$ cat config.mk
export PLATFORM = sky130hd
export DESIGN_NAME = matrix_scan_sequencer
export DESIGN_NICKNAME = d
export VERILOG_FILES = /design/src/rtl/matrix_scan_sequencer.sv
export SDC_FILE = /design/constraint.sdc
export NUM_CORES = 1
export LEC_CHECK = 0
export ABC_AREA = 1
export ABC_CLOCK_PERIOD_IN_PS = 5080
export BUFFER_PORTS_ARGS = -buffer_cell sky130_fd_sc_hd__buf_2
export CORE_AREA = 2 2 45 68
export CTS_BUF_LIST = sky130_fd_sc_hd__clkbuf_4 sky130_fd_sc_hd__clkbuf_8
export DETAILED_ROUTE_END_ITERATION = 7
export DIE_AREA = 0 0 47 70
export PLACE_DENSITY_LB_ADDON = 0.25
export SKIP_CTS_REPAIR_TIMING = 1
export SLEW_MARGIN = 20
export SYNTH_ARGS = -nofsm -noshare
export SYNTH_HDL_FRONTEND = slang
export SYNTH_SLANG_ARGS = --single-unit
$ cat constraint.sdc
create_clock -name clk_i -period 5.08 [get_ports clk_i]
set_clock_uncertainty 0.1 [all_clocks]
set_input_delay 0.254 -clock clk_i [delete_from_list [all_inputs] [get_ports clk_i]]
set_output_delay 0.254 -clock clk_i [all_outputs]
set_load 0.05 [all_outputs]
$ cat src/rtl/matrix_scan_sequencer.sv
// Row-major row/column scan sequencer for the bolometer mux matrix.
// Each pixel is selected, left to settle for SettleCycles clocks, then one
// ADC conversion is requested; the scan moves on only after the ADC reports
// completion. Frames can run one-shot or back to back, and a stop request
// finishes the pixel being processed before returning to idle.
module matrix_scan_sequencer #(
  parameter int ROWS         = 2,
  parameter int COLS         = 2,
  parameter int RowWidth     = 5,
  parameter int ColWidth     = 5,
  parameter int SettleCycles = 16,
  parameter int SetWidth     = 8
) (
  input  logic                clk_i,
  input  logic                rst_ni,
  input  logic                start_i,
  input  logic                cont_i,
  input  logic                stop_i,
  input  logic                adc_done_i,
  output logic [RowWidth-1:0] row_o,
  output logic [ColWidth-1:0] col_o,
  output logic                sel_valid_o,
  output logic                sample_o,
  output logic                busy_o,
  output logic                frame_done_o
);

  typedef enum logic [1:0] {
    ST_IDLE   = 2'd0,
    ST_SETTLE = 2'd1,
    ST_SAMPLE = 2'd2
  } state_e;

  localparam logic [RowWidth-1:0] RowLast = RowWidth'(ROWS - 1);
  localparam logic [ColWidth-1:0] ColLast = ColWidth'(COLS - 1);
  localparam logic [SetWidth-1:0] SetLast = SetWidth'(SettleCycles - 1);

  state_e              state_q, state_d;
  logic [RowWidth-1:0] row_q;
  logic [ColWidth-1:0] col_q;
  logic [SetWidth-1:0] cnt_q;
  logic                stop_pend_q;
  logic                sample_q;
  logic                frame_done_q;

  // A stop arriving together with the ADC completion still counts.
  logic adc_acc;
  logic last_pix;
  logic stop_now;
  logic row_wrap;

  assign adc_acc  = (state_q == ST_SAMPLE) && adc_done_i;
  assign last_pix = (row_q == RowLast) && (col_q == ColLast);
  assign stop_now = stop_pend_q | stop_i;
  assign row_wrap = (col_q == ColLast);

  // State register.
  always_ff @(posedge clk_i) begin
    if (!rst_ni) state_q <= ST_IDLE;
    else         state_q <= state_d;
  end

  // Next-state decode: settle dwell, ADC wait and end-of-pixel decision.
  always_comb begin
    state_d = state_q;
    case (state_q)
      ST_IDLE: begin
        if (start_i) state_d = ST_SETTLE;
      end
      ST_SETTLE: begin
        if (cnt_q == SetLast) state_d = ST_SAMPLE;
      end
      ST_SAMPLE: begin
        if (adc_done_i) begin
          if (last_pix)      state_d = (cont_i && !stop_now) ? ST_SETTLE : ST_IDLE;
          else if (stop_now) state_d = ST_IDLE;
          else               state_d = ST_SETTLE;
        end
      end
      default: state_d = ST_IDLE;
    endcase
  end

  // Status outputs decoded straight from the state.
  always_comb begin
    busy_o      = 1'b0;
    sel_valid_o = 1'b0;
    case (state_q)
      ST_SETTLE, ST_SAMPLE: begin
        busy_o      = 1'b1;
        sel_valid_o = 1'b1;
      end
      default: begin
        busy_o      = 1'b0;
        sel_valid_o = 1'b0;
      end
    endcase
  end

  // Settle counter: restarts on every entry into SETTLE.
  always_ff @(posedge clk_i) begin
    if (!rst_ni)                                          cnt_q <= '0;
    else if (state_q == ST_SETTLE && state_d == ST_SETTLE) cnt_q <= cnt_q + SetWidth'(1);
    else                                                  cnt_q <= '0;
  end

  // Pixel address: cleared on start or frame wrap, advanced on ADC completion.
  always_ff @(posedge clk_i) begin
    if (!rst_ni) begin
      row_q <= '0;
      col_q <= '0;
    end else if (state_q == ST_IDLE && start_i) begin
      row_q <= '0;
      col_q <= '0;
    end else if (adc_acc) begin
      if (last_pix) begin
        // Back-to-back frame restarts at the origin; otherwise the last
        // pixel stays selected until the next start.
        if (state_d == ST_SETTLE) begin
          row_q <= '0;
          col_q <= '0;
        end
      end else if (!stop_now) begin
        if (row_wrap) begin
          col_q <= '0;
          row_q <= row_q + RowWidth'(1);
        end else begin
          col_q <= col_q + ColWidth'(1);
        end
      end
    end
  end

  // Stop request latch: armed by stop_i while busy, dropped when idle.
  always_ff @(posedge clk_i) begin
    if (!rst_ni)                  stop_pend_q <= 1'b0;
    else if (state_d == ST_IDLE)  stop_pend_q <= 1'b0;
    else if (busy_o && stop_i)    stop_pend_q <= 1'b1;
  end

  // Registered pulses: ADC start on SAMPLE entry, frame done after last pixel.
  always_ff @(posedge clk_i) begin
    if (!rst_ni) begin
      sample_q     <= 1'b0;
      frame_done_q <= 1'b0;
    end else begin
      sample_q     <= (state_q == ST_SETTLE) && (state_d == ST_SAMPLE);
      frame_done_q <= adc_acc && last_pix;
    end
  end

  assign row_o        = row_q;
  assign col_o        = col_q;
  assign sample_o     = sample_q;
  assign frame_done_o = frame_done_q;

endmodule
==> impl_results.md, run 1 <==
- Top-area cell type share of the netlist area: 0.349
- Antenna violations before repair: 0
- Biggest area contributors in the synthesized netlist: dfxtp_1 (35%), ha_1 (8.5%), nand2_1 (8.3%)
- Row Count: 24
- Total gr overflow: 0
- Area of the die: 3290 um^2
- Port Buf Inserts: 19
- Pre-CTS setup slack: 3110 ps
- Max-slew violation count: 0
- Via count: 1,135
- Worst setup margin: 3080 ps
- Worst-case reg-to-reg path depth: 12
- Area inside the core boundary: 2760 um^2
- Final WL: 2.50 mm
- Maximum clock frequency: 501 MHz
- Depth of the CTS H-tree: 1
- Kind of capture point of the worst setup path: flop
- Kind of cell with the highest combined delay on the critical path: simple AND/OR/NAND/NOR gates
- Max FO, Critical Path: 20
- Initial detailed-routing violation count: 19
- CTS Buf Count: 3
- Vias in the first global route: 1,119
- Number of standard cells in the layout, taps in and fillers out: 239
- Area occupied by multi-input gates: 753 um^2
- Cell types with the highest counts after synthesis: nand2_1 (29), nor2_1 (26), dfxtp_1 (23), nand3_1 (18)
- Worst min-delay path endpoint: stop_pend_q$_SDFFE_PP0P_
- Most frequently used cell type in the post-synthesis netlist: nand2_1
- Arithmetic-cell share of the synthesized area counting full adders, half adders and majority gates: 0.0854
- Count of antenna diodes in the layout: 0
- Fraction of registers with async set/reset: 0
- Number of placed instances, taps included: 235
- Share of synthesized area occupied by flip-flops and latches: 0.349
- Reg2Reg Setup Slack: 3080 ps
- Leading area contributor after synthesis: dfxtp_1
- Area fraction in compound gates after synthesis: 0.0712
- Outcome: complete, no violations
- Total GRT Usage: 0.173
- Post-synthesis xor/xnor area fraction: 0.0332
- Proportion of layout cells with a drive suffix above 1: 0.250
- Combinational family with the most area after synthesis: simple AND/OR/NAND/NOR gates
- Width of the die: 47 um
- Chip height: 70 um
- FF+latch area: 460 um^2
- Number of search-and-repair iterations in the first detailed-routing pass: 4
- Synth Flop Type: dfxtp_1
- Final period util: 0.393
- Buffer type at the clock tree root: clkbuf_8
- TritonCTS clock tree: yes
- Cell leakage power: 0.645 nW
- Count of clock tree sinks: 23
- Critical Path AT: 2050 ps
- Fin nets: 216
- Yosys reg bits: 23
- Maximum number of pins on one net before global-route repair: 21
- Slowest stage cell, crit path: dfxtp_1
- Post-synthesis to final-layout area growth: 12.3%
- R2R Path End: row_o[2]$_SDFFE_PP0P_
- Final worst path period need: 2000 ps
- Synth unique cells: 27
- Wire length of the first global-routing pass: 4.44 mm
- Worst slew margin relative to its limit: 0.696
- Pwr Density: 227 nW/um^2
- Number of enable-type register cells in the synthesized netlist: 0
- DR WL/cell: 10.4 um
- Startpoint type of the worst setup path: flop
- Count of cells along the worst hold path: 3
- Fill cell total of the finished layout: 290
- Clock-pin slew on the worst setup and hold paths: 80 ps
- Maximum count of clock buffers along a single path: 2
- Critical register-to-register path startpoint: state_q[1]$_SDFF_PN0_
- Type of the setup path with the least slack: reg -> reg
- Sum of net half-perimeters after detailed placement: 2.02 mm
- Sum of negative setup slack: 0 ps
- Residual antenna-violating net count after detailed routing: 0
- Synthesized area per cell: 7.33 um^2
- Required time of the critical path: 5130 ps
- Delay of the slowest critical-path stage: 370 ps
- Count of endpoints failing hold in the final timing report: 0
- Worst hold start: stop_i
- Maximum VDD drop: 145 uV
- Initial Util: 0.477
- RSZ-0062 raised after global routing: false
- Setup violators final: 0
- Max-capacitance violation count: 0
- Final weighted congestion in routability-driven placement: 0.797
- Area share of and/or/nand/nor cells after synthesis: 0.381
- Crit path buffers/inverters: 2
- Hold Path Class: in -> reg
- Cells traversed along the worst timing path: inv_1 -> ha_1 -> a21oi_1 -> o21ai_0 -> nand3_2 -> nand2_1 -> inv_1 -> nand3_1 -> nand2_2 -> nand3_1 -> nand2_1 -> nor2_1
- Count of pins on the block boundary: 20
- Post-Syn Area: 1320 um^2
- Residual DRC count: 0
- Worst-margin pin slew: 456 ps
- Synthesis warning total: 0
- Post-Synthesis Cells: 180
- Via-per-instance ratio: 4.75
- Multiplexer fraction of the synthesized cell area: 0
- Mapped Nets: 195
- Latest clock arrival within the worst-skew pair: 260 ps
-- state kept, by name (all words and copies together), names as in the netlist --
signal        cells
cnt_q             8
stop_pend_q       1
row_o             5
col_o             5
frame_done_o      1
sample_o          1
state_q           2
-- layout make-up --
type | instances | area share
Clock buffer | 4 | 0.0329
Inverter | 20 | 0.0507
Multi-Input combinational cell | 134 | 0.508
Sequential cell | 23 | 0.311
Tap cell | 39 | 0.0329
Timing Repair Buffer | 19 | 0.0642
-- through the flow --
step	hold slack [ps]	area (um^2)	power, mW	utilization
after global routing	202	1480	0.350	0.536
final	155	1480	0.336	0.536
after detailed placement	342	1430	0.223	0.519
after global placement	332	1430	0.222	0.519
after CTS	157	1480	0.340	0.536
after floorplan	310	1320	0.218	-
-- worst reg2reg max path, cell delays in order (launching register included) --
cell     delay [ps]
dfxtp_1         370
inv_1            90
ha_1            260
a21oi_1         150
o21ai_0         120
nand3_2         110
nand2_1          50
inv_1            50
nand3_1          70
nand2_2         280
nand3_1         130
nand2_1          80
nor2_1           40
-- worst max-delay path by stage --
stage / start / to / slack [ps] / cells after the start
6_report: state_q[1]$_SDFF_PN0_ / row_o[2]$_SDFFE_PP0P_ / 3080 / 12
4_1_cts: state_q[1]$_SDFF_PN0_ / row_o[2]$_SDFFE_PP0P_ / 3090 / 12
5_1_grt: state_q[1]$_SDFF_PN0_ / row_o[0]$_SDFFE_PP0P_ / 2880 / 12
2_1_floorplan: col_o[0]$_SDFFE_PP0P_ / col_o[2]$_SDFFE_PP0P_ / 3030 / 11
3_5_place_dp: state_q[0]$_SDFF_PN0_ / row_o[2]$_SDFFE_PP0P_ / 3110 / 12
3_3_place_gp: state_q[0]$_SDFF_PN0_ / row_o[1]$_SDFFE_PP0P_ / 3160 / 12
-- layout by cell type, fill, tap and decap left out, types with 8 or more instances in the layout --
cell / n
a21oi_1: 15
buf_2: 19
dfxtp_1: 23
ha_1: 9
inv_1: 15
nand2_1: 29
nand3_1: 18
nor2_1: 26
or2_2: 8
-- report_power, final --
group | switching [mW] | internal [mW]
clock network | 0.0565 | 0.0612
registers | 0.00120 | 0.182
logic | 0.0251 | 0.0104
-- routing by layer --
metal / share of wire / vias to the layer above / track usage
li1: - / 609 / -
met3: 0.023 / 6 / 0.0258
met1: 0.40 / 504 / 0.188
met2: 0.56 / 16 / 0.318
met5: 0 / - / 0
met4: 0.014 / 0 / 0.0525
-- kinds of logic after synthesis --
group / after synthesis
DFF: 23
xor gates and xnor gates: 5
adders and majority gates: 9
buffers and inverters: 23
AOI/OAI and AO/OA: 18
and+or+nand+nor: 102
Power figures use the tool's default switching activity.
==> inputs of run 2 (changes only) <==
- ABC_CLOCK_PERIOD_IN_PS: 5080 -> 1650
- clock period: 5.08 -> 1.65 ns (I/O delays scaled with it)
==> run 2 against run 1 <==
The run now ends with negative hold slack, negative setup slack left; fmax grew 12%; design area up 35%; sequential power grew to 3.1 times the previous value; clock power rose to 3.1 times the previous value; register-to-register slack got worse by 3200 ps; routed wire length grew 35%; final cell count rose by 14%; setup slack worse by 3200 ps; global-route usage grew 3.0 points; sequential cell count did not move; combinational power rose to 5.6 times the previous value; critical endpoint is now col_o[2]$_SDFFE_PP0P_.
==> impl_results.md, run 2 (synthesized netlist as in run 1, its figures left out) <==
- Residual antenna-violating net count after detailed routing: 0 (unchanged)
- Clock-pin slew on the worst setup and hold paths: 90 ps (about the same)
- Failing checks: negative hold slack, negative setup slack
- Outcome: finished with violations
- Max-capacitance violation count: 0 (unchanged)
- Post-synthesis to final-layout area growth: 51.9%
- M3 GR Usage: 0.0258 (unchanged)
- Area of the die: 3290 um^2 (unchanged)
- Pre-CTS setup slack: -212 ps (-3320 ps)
- Count of endpoints failing hold in the final timing report: 1 (+1)
- Buffer type at the clock tree root: clkbuf_8
- Worst setup margin: -130 ps (-3210 ps)
- Required time of the critical path: 1720 ps (-3410 ps)
- Number of flip-flops under the largest register name: 8 (unchanged)
- Met1 capacity usage during global routing: 0.200 (+0.0116)
- Hold Path Class: in -> reg
- Maximum VDD drop: 512 uV (+250%)
- Via count: 1,367 (+20%)
- Vias in the first global route: 1,301 (+16%)
- Width of the die: 47 um (unchanged)
- Antenna violations before repair: 0 (unchanged)
- Area inside the core boundary: 2760 um^2 (unchanged)
- Kind of capture point of the worst setup path: flop
- Power Internal: 0.807 mW (+220%)
- Sum of negative setup slack: -1160 ps (-1160 ps)
- Reported net switching power: 0.319 mW (+280%)
- Worst-margin pin slew: 306 ps (-150 ps)
- Critical Path AT: 1850 ps (-200 ps)
- Total GRT Usage: 0.203 (+0.0295)
- Final worst path period need: 1780 ps (-216 ps)
- RSZ-0062 raised after global routing: true
- DR WL/cell: 12.4 um (+18%)
- Worst slew margin relative to its limit: 0.796 (+0.0999)
- Count of pins on the block boundary: 20 (unchanged)
- Proportion of layout cells with a drive suffix above 1: 0.581 (+0.331)
- Slowest stage cell, crit path: dfxtp_4
- Final WL: 3.38 mm (+35%)
- Global routing usage on met2: 0.384 (+0.0654)
- Max FO, Critical Path: 10 (-50%)
- CTS Buf Count: 3 (unchanged)
- Cells traversed along the worst timing path: inv_4 -> ha_4 -> a21oi_2 -> o21ai_2 -> nand3_2 -> nand2_1 -> inv_1 -> nand3_2 -> nand2_4 -> buf_12 -> nand3_1 -> nand2_1 -> nor2_1
- Max-slew violation count: 0 (unchanged)
- Maximum count of clock buffers along a single path: 2 (unchanged)
- Depth of the CTS H-tree: 1 (unchanged)
- Combinational Power Share: 0.176 (+0.070)
- Fraction of power spent switching nets: 0.283 (+0.0367)
- Number of search-and-repair iterations in the first detailed-routing pass: 4 (unchanged)
- Residual DRC count: 0 (unchanged)
- Port Buf Inserts: 19 (unchanged)
- Count of clock tree sinks: 23 (unchanged)
- Startpoint type of the worst setup path: flop
- Wire length of the first global-routing pass: 5.02 mm (+13%)
- Register containing the most flip-flops in the final layout: cnt_q
- Final period util: 1.08 (+0.686)
- Latest clock arrival within the worst-skew pair: 270 ps (about the same)
- Part of the power in the clock network: 0.326 (-0.024)
- TritonCTS clock tree: yes
- Count of antenna diodes in the layout: 0 (unchanged)
- Chip height: 70 um (unchanged)
- Relative contribution of sequential cells to total power: 0.498 (-0.046)
- Via-per-instance ratio: 5.01 (+5.4%)
- Initial detailed-routing violation count: 21 (+2)
- Setup violators final: 13 (+13)
- Row Count: 24 (unchanged)
- Type of the setup path with the least slack: reg -> reg
- Maximum clock frequency: 562 MHz (+12%)
- Commonest non-fill, non-tap cell in the layout: buf_4
- Final weighted congestion in routability-driven placement: 0.827 (+3.8%)
- Pwr Density: 562 nW/um^2 (+150%)
- Most used routing layer: met2
- Total gr overflow: 0 (unchanged)
- Delay of the slowest critical-path stage: 390 ps (+20 ps)
- Sum of net half-perimeters after detailed placement: 2.32 mm (+15%)
- Most frequent cells in the layout: buf_4 (30), nand2_1 (25), nor2_1 (19), buf_2 (19), nand3_1 (16)
- Initial Util: 0.477 (unchanged)
- Cell leakage power: 0.860 nW (+33%)
- Maximum number of pins on one net before global-route repair: 21 (unchanged)
- Fin nets: 250 (+16%)
- Worst-case hold slack: -20.2 ps (-175 ps)
[run 2: cell types whose count changed in the layout (fill, tap and decap cells not counted), moves of 5 or more]
cell,previous run,this run
a21oi_1,15,3
a21oi_2,1,13
buf_4,0,30
dfxtp_1,23,9
dfxtp_2,0,9
dfxtp_4,0,5
ha_1,9,3
ha_4,0,6
inv_1,15,10
nor2_1,26,19
[run 2: final timing paths]
path                                             from  depth (start not counted)  slack, ps                       end
worst max-delay path            state_q[0]$_SDFF_PN0_                         13       -130     col_o[2]$_SDFFE_PP0P_
worst min register to register  row_o[4]$_SDFFE_PP0P_                          2        390     row_o[4]$_SDFFE_PP0P_
worst min-delay path                           stop_i                          3        -20  stop_pend_q$_SDFFE_PP0P_
worst max register to register  state_q[0]$_SDFF_PN0_                         13       -130     col_o[2]$_SDFFE_PP0P_
[run 2: per-layer routing]
layer | vias up | share of wire | wire, um
li1 | 682 | - | -
met1 | 654 | 0.36 | 1210
met2 | 23 | 0.60 | 2020
met3 | 8 | 0.023 | 79
met4 | 0 | 0.018 | 62
met5 | - | 0 | 0
[run 2: power by group through the flow]
stage          registers (mW)  logic (mW)  clock network (mW)
2_1_floorplan           0.569      0.0943                   0
3_3_place_gp            0.569       0.134                   0
3_5_place_dp            0.569       0.138                   0
4_1_cts                 0.556       0.140               0.370
5_1_grt                 0.561       0.212               0.404
6_report                0.561       0.198               0.368
[run 2: layout make-up]
class / instances / area [um^2]
repair buffers: 53 / 388
flip-flops and latches: 23 / 490
clock inverters: 1 / 5.00
well taps: 39 / 48.8
clock buffers: 3 / 41.3
fillers: 243 / 759
inverters: 20 / 80.1
multi-input cells: 134 / 950
[run 2: metrics by stage]
stage / std cells / utilization / hold slack [ps] / cell area (um^2) / power, mW
after floorplan: 180 / - / 138 / 1370 / 0.663
after global placement: 264 / 0.619 / 238 / 1710 / 0.703
after detailed placement: 264 / 0.619 / 264 / 1710 / 0.708
after CTS: 268 / 0.636 / -21.4 / 1760 / 1.07
after global routing: 273 / 0.725 / 7.92 / 2000 / 1.18
final: 273 / 0.725 / -20.2 / 2000 / 1.13
[run 2: critical path: cells and delay by family, from the launching register on]
kind | cells | cell delay, ps
simple gates | 7 | 520
flops | 1 | 390
buf+inv | 3 | 260
compound gates | 2 | 250
fa+ha+maj | 1 | 160
